### src/rtl/iterative_exec_unit.sv
// Multi-cycle RV32I execute unit: single-cycle logic/arith/compare ops and
// bit-serial shifts, with valid/ready handshakes on both the request and result sides.
//
// state    | meaning
// ---------+-----------------------------------------------------------
// S_IDLE   | waiting for a request; in_ready=1
// S_SHIFT  | shifting one bit per cycle; count_q holds the remaining bits
// S_RESULT | result, zero and branch_taken held; out_valid=1 until out_ready
module iterative_exec_unit #(
    parameter int WIDTH = 32
) (
    input  logic             clk,
    input  logic             reset_n,
    input  logic             in_valid,
    output logic             in_ready,
    input  logic [3:0]       op,
    input  logic             invert,
    input  logic [WIDTH-1:0] a,
    input  logic [WIDTH-1:0] b,
    output logic             out_valid,
    input  logic             out_ready,
    output logic [WIDTH-1:0] result,
    output logic             zero,
    output logic             branch_taken,
    output logic             busy
);
    localparam int SHW = $clog2(WIDTH);

    localparam logic [3:0] OP_AND  = 4'd0;
    localparam logic [3:0] OP_OR   = 4'd1;
    localparam logic [3:0] OP_ADD  = 4'd2;
    localparam logic [3:0] OP_SUB  = 4'd3;
    localparam logic [3:0] OP_XOR  = 4'd4;
    localparam logic [3:0] OP_SLL  = 4'd5;
    localparam logic [3:0] OP_SLT  = 4'd6;
    localparam logic [3:0] OP_SLTU = 4'd7;
    localparam logic [3:0] OP_SRL  = 4'd8;
    localparam logic [3:0] OP_SRA  = 4'd9;

    typedef enum logic [1:0] {
        S_IDLE   = 2'd0,
        S_SHIFT  = 2'd1,
        S_RESULT = 2'd2
    } state_t;

    state_t           state_q, state_d;
    logic [3:0]       op_q;
    logic             inv_q;
    logic [WIDTH-1:0] shift_q;
    logic [SHW-1:0]   count_q;
    logic [WIDTH-1:0] result_q;
    logic             zero_q;
    logic             branch_q;

    logic             accept;
    logic             is_shift;
    logic [SHW-1:0]   shamt;
    logic [WIDTH-1:0] alu_res;
    logic [WIDTH-1:0] load_val;
    logic [WIDTH-1:0] shift_next;
    logic             last_shift;

    assign shamt      = b[SHW-1:0];
    assign is_shift   = (op == OP_SLL) || (op == OP_SRL) || (op == OP_SRA);
    assign accept     = in_valid && (state_q == S_IDLE);
    assign last_shift = (count_q == SHW'(1));

    always_comb begin
        alu_res = '0;
        case (op)
            OP_AND:  alu_res = a & b;
            OP_OR:   alu_res = a | b;
            OP_ADD:  alu_res = a + b;
            OP_SUB:  alu_res = a - b;
            OP_XOR:  alu_res = a ^ b;
            OP_SLT:  alu_res = {{(WIDTH-1){1'b0}}, ($signed(a) < $signed(b))};
            OP_SLTU: alu_res = {{(WIDTH-1){1'b0}}, (a < b)};
            default: alu_res = '0;
        endcase
    end

    // A zero-distance shift passes operand A straight through.
    assign load_val = is_shift ? a : alu_res;

    always_comb begin
        shift_next = shift_q;
        case (op_q)
            OP_SLL:  shift_next = {shift_q[WIDTH-2:0], 1'b0};
            OP_SRL:  shift_next = {1'b0, shift_q[WIDTH-1:1]};
            OP_SRA:  shift_next = {shift_q[WIDTH-1], shift_q[WIDTH-1:1]};
            default: shift_next = shift_q;
        endcase
    end

    always_ff @(posedge clk or negedge reset_n) begin
        if (!reset_n) begin
            state_q <= S_IDLE;
        end else begin
            state_q <= state_d;
        end
    end

    always_comb begin
        state_d   = state_q;
        in_ready  = 1'b0;
        out_valid = 1'b0;
        busy      = 1'b1;
        case (state_q)
            S_IDLE: begin
                in_ready = 1'b1;
                busy     = 1'b0;
                if (in_valid) begin
                    if (is_shift && (shamt != '0)) begin
                        state_d = S_SHIFT;
                    end else begin
                        state_d = S_RESULT;
                    end
                end
            end
            S_SHIFT: begin
                if (last_shift) begin
                    state_d = S_RESULT;
                end
            end
            S_RESULT: begin
                out_valid = 1'b1;
                if (out_ready) begin
                    state_d = S_IDLE;
                end
            end
            default: begin
                state_d = S_IDLE;
            end
        endcase
    end

    always_ff @(posedge clk or negedge reset_n) begin
        if (!reset_n) begin
            op_q     <= '0;
            inv_q    <= 1'b0;
            shift_q  <= '0;
            count_q  <= '0;
            result_q <= '0;
            zero_q   <= 1'b1;
            branch_q <= 1'b0;
        end else if (accept) begin
            op_q  <= op;
            inv_q <= invert;
            if (is_shift && (shamt != '0)) begin
                shift_q <= a;
                count_q <= shamt;
            end else begin
                result_q <= load_val;
                zero_q   <= (load_val == '0);
                branch_q <= (load_val == '0) ^ invert;
            end
        end else if (state_q == S_SHIFT) begin
            shift_q <= shift_next;
            count_q <= count_q - SHW'(1);
            if (last_shift) begin
                result_q <= shift_next;
                zero_q   <= (shift_next == '0);
                branch_q <= (shift_next == '0) ^ inv_q;
            end
        end
    end

    assign result       = result_q;
    assign zero         = zero_q;
    assign branch_taken = branch_q;

endmodule

### config.mk
export PLATFORM = sky130hd
export DESIGN_NAME = iterative_exec_unit
export DESIGN_NICKNAME = d
export VERILOG_FILES = /design/src/rtl/iterative_exec_unit.sv
export SDC_FILE = /design/constraint.sdc
export NUM_CORES = 1
export LEC_CHECK = 0
export BUFFER_PORTS_ARGS = -buffer_cell sky130_fd_sc_hd__buf_2
export CAP_MARGIN = 25
export CORE_MARGIN = 2
export CORE_UTILIZATION = 45
export DETAILED_ROUTE_END_ITERATION = 10
export SYNTH_ARGS = -nofsm -noshare
export SYNTH_HDL_FRONTEND = slang
export SYNTH_SLANG_ARGS = --single-unit
### constraint.sdc
create_clock -name clk -period 3.6 [get_ports clk]
set_input_delay 0.72 -clock clk [delete_from_list [all_inputs] [get_ports clk]]
set_output_delay 0.72 -clock clk [all_outputs]
set_load 0.02 [all_outputs]
==> run summary <==
CP endpoint kind = register
cts bufs inserted = 9
failing checks = negative setup slack
final setup fails = 4
run status = finished with violations
hold buffer count at CTS = 0
sw frac = 46.80%
port bufs = 109
Final Instance Area = 0.01418 mm^2
Worst Setup Path Type = input pin to register
Post-Synth Simple-Gate Area = 21.74%
Max Slew Vio Count = 0
share of layout cells above drive strength 1 = 34.32%
RSZ-0062 raised after global routing = yes
max-cap check violation count = 0
DR DRC count = 0
final WL = 42580 um
# nets final = 1961
die area = 0.02302 mm^2
RR Startpoint = op_q[1]
vias in the first global route = 11380
Area Growth Syn to Fin = 44.41%
Clk network pwr share = 15.0%
sequential area share after synthesis = 19.89%
synthesis-stage register bit count = 78
Total GRT Usage = 36.14%
Startpoint Class = input pin
cells on worst reg2reg path = 11
syn_area_per_cell = 7.167 um^2
Synth Net Count = 1546
largest net degree at the start of global routing = 79
CTS sink cnt = 78
CP max FO = 4
Adder-Cell Fraction of Synth Area = 13.28%
routability cong. = 1.020
Core Rows = 54
Worst-path clk slew = 0.06 ns
post-synthesis compound-gate area fraction = 32.86%
Logic pwr share = 60.7%
post-synthesis mux area share = 2.778%
FFs w/ async S/R, synth = 100.0%
drt via density = 5.984
Die Ht = 151.7 um
post-route worst setup slack = -0.4115 ns
Critical Path RT = 3.86 ns
Pleak = 6.964 nW
final cycle utilization of the critical path = 111.4%
Flop pwr share = 24.3%
Layout Utilization = 65.58%
Synth warnings = 0
Max rail drop VDD = 304.8 uV
Reg2Reg Setup Slack = 0.40 ns
worst path arrival time = 4.27 ns
DR iter-0 viols = 1051
DRT antenna net count = 0
Period minus WS final = 4.011 ns
Die Span X = 151.7 um
core footprint = 0.02162 mm^2
Post-Synth XOR/XNOR Area = 2.051%
most used flip-flop cell after synthesis = dfrtp_1
Avg WL per Cell = 20.58 um
Detailed Place HPWL = 33830 um
largest family of logic cells by synthesized area = compound AO/OA/AOI/OAI gates
Root Driver = clkbuf_16
worst slew pin tran = 1.012 ns
worst r2r dst = branch_taken
H-tree Lvls = 3
EDFF count, synth = 0
area post-placement = 0.01327 mm^2
n_diodes = 0
HP Class = input pin to asynchronous set/reset pin
worst-skew pair later-pin latency = 0.34 ns
TritonCTS clock tree = done
initial antenna violation count = 0
Fin. Hold Viols = 0
Initial Util = 45.42%
# IOs = 110
global-route wire length before repair = 63940 um
achievable frequency = 0.2493 GHz
Pint = 0.003461 W
Mapped Cells = 1370
length of the first detailed-routing pass in iterations = 6
via count = 12380
Net Switching = 0.003046 W
post-route clock skew = 0.008096 ns
max_slew headroom = 32.54%
maximum root-to-sink buffer count = 2
GRT overflow = 0
power density cells = 458.9 mW/mm^2
synthesized cell area = 0.009819 mm^2
Unique masters post-synth = 90
[cells in the final DEF (no fill, tap or decap), drive strengths merged, types with 9 or more instances in the layout]
cell    instances
and2           12
o21ai         151
nor4           20
buf           492
nand3          23
xnor2          19
nand4          12
o31ai          38
nor2b          14
a211oi         17
a21oi          95
ha            101
clkbuf         12
nor2           91
a22oi          37
dfrtp          77
a22o            9
inv           104
nand2         198
mux2i          25
a21o           17
o211ai          9
a221oi         16
o22ai          10
o21a           12
nor3           32
a31oi          12
[critical path: stages]
cell	delay, ns
buf_2	0.12
buf_4	0.15
fa_2	0.42
nand2b_4	0.10
a2111oi_4	0.07
o32a_1	0.34
a21o_1	0.24
a21o_1	0.21
buf_4	0.14
a311oi_2	0.24
nand2_1	0.15
a211oi_2	0.27
buf_4	0.16
nand4_1	0.15
nor4b_4	0.42
a41oi_2	0.17
o21ai_1	0.18
[cells by family after synthesis]
family | Yosys count
xor+xnor | 23
fa+ha+maj | 103
mux | 27
buf+inv | 193
compound gates | 493
flops | 78
simple gates | 453
[cell type report]
cell class / instances / area (um^2)
multi-input cells: 1099 / 7572
fillers: 2006 / 7441
repair buffers: 492 / 3570
flip-flops and latches: 78 / 1953
inverters: 105 / 419.2
well taps: 280 / 350.3
clock buffers: 12 / 246.5
clock inverters: 3 / 68.82
[registers in the layout, summed over array words and instances (netlist names)]
| name | cells |
|---|---|
| branch_taken | 1 |
| shift_q | 32 |
| zero | 1 |
| result | 32 |
| inv_q | 1 |
| count_q | 5 |
| state_q | 2 |
| op_q | 4 |
[per-layer routing]
metal | track usage [%] | share of wire [%] | vias up
met5 | 0 | 0 | -
met1 | 51.25 | 44 | 5916
li1 | - | - | 5795
met4 | 10.79 | 3.0 | 0
met2 | 57.50 | 45 | 578
met3 | 4.311 | 8.0 | 91
[power by group through the flow]
stage / clock network, W / registers [W] / logic (W)
2_1_floorplan: 0 / 0.00168 / 0.00205
3_3_place_gp: 0 / 0.00157 / 0.00368
3_5_place_dp: 0 / 0.00158 / 0.00374
4_1_cts: 0.000981 / 0.00157 / 0.00381
5_1_grt: 0.00102 / 0.00163 / 0.00429
6_report: 0.000977 / 0.00158 / 0.00395
[stage by stage]
step | setup TNS (ns) | power [W] | worst slack, ns | instances | hold WS, ns
final | -0.9369 | 0.006507 | -0.4115 | 2069 | 0.1866
after global placement | -6.121 | 0.005246 | -0.8866 | 2034 | 0.4541
after detailed placement | -6.984 | 0.005313 | -0.9732 | 2034 | 0.4605
after floorplan | -0.4374 | 0.003733 | -0.2403 | 1370 | 0.4244
after CTS | -0.9142 | 0.006367 | -0.4018 | 2061 | 0.4732
after global routing | -1.433 | 0.006939 | -0.4955 | 2069 | 0.1827
[worst max path at each step]
stage,start,to,slack (ns),depth (start not counted)
floorplan,b[10],branch_taken,-0.24,13
global placement,a[0],branch_taken,-0.89,18
detailed placement,a[0],branch_taken,-0.97,19
CTS,a[8],branch_taken,-0.40,17
global route,a[12],zero,-0.50,17
finish,a[1],zero,-0.41,17
[cells in the mapped netlist, types with 14 or more instances]
library cell	instances	area share, %
dfrtp_1	77	20
inv_1	92	3.5
nor4_1	19	1.2
nand3_1	23	1.2
a21oi_1	95	4.8
nor2b_1	14	0.89
o21ai_1	23	1.2
a21o_1	17	1.3
o31ai_1	38	2.9
o21ai_0	128	6.5
nor3_1	31	1.6
mux2i_1	25	2.5
ha_1	101	13
a22oi_1	37	2.8
a211oi_1	17	1.3
nor2_1	90	3.4
nand2_1	198	7.6
a221oi_1	16	1.4
xnor2_1	19	1.7
clkbuf_1	84	3.2
[timing repair]
action	4_1_cts	5_1_grt
setup endpoints to repair	10	12
pin swaps	29	26
cloned	0	0
resized for setup	43	58
buffers inserted	12	7
Note: power is estimated with default switching activity, not from simulation.
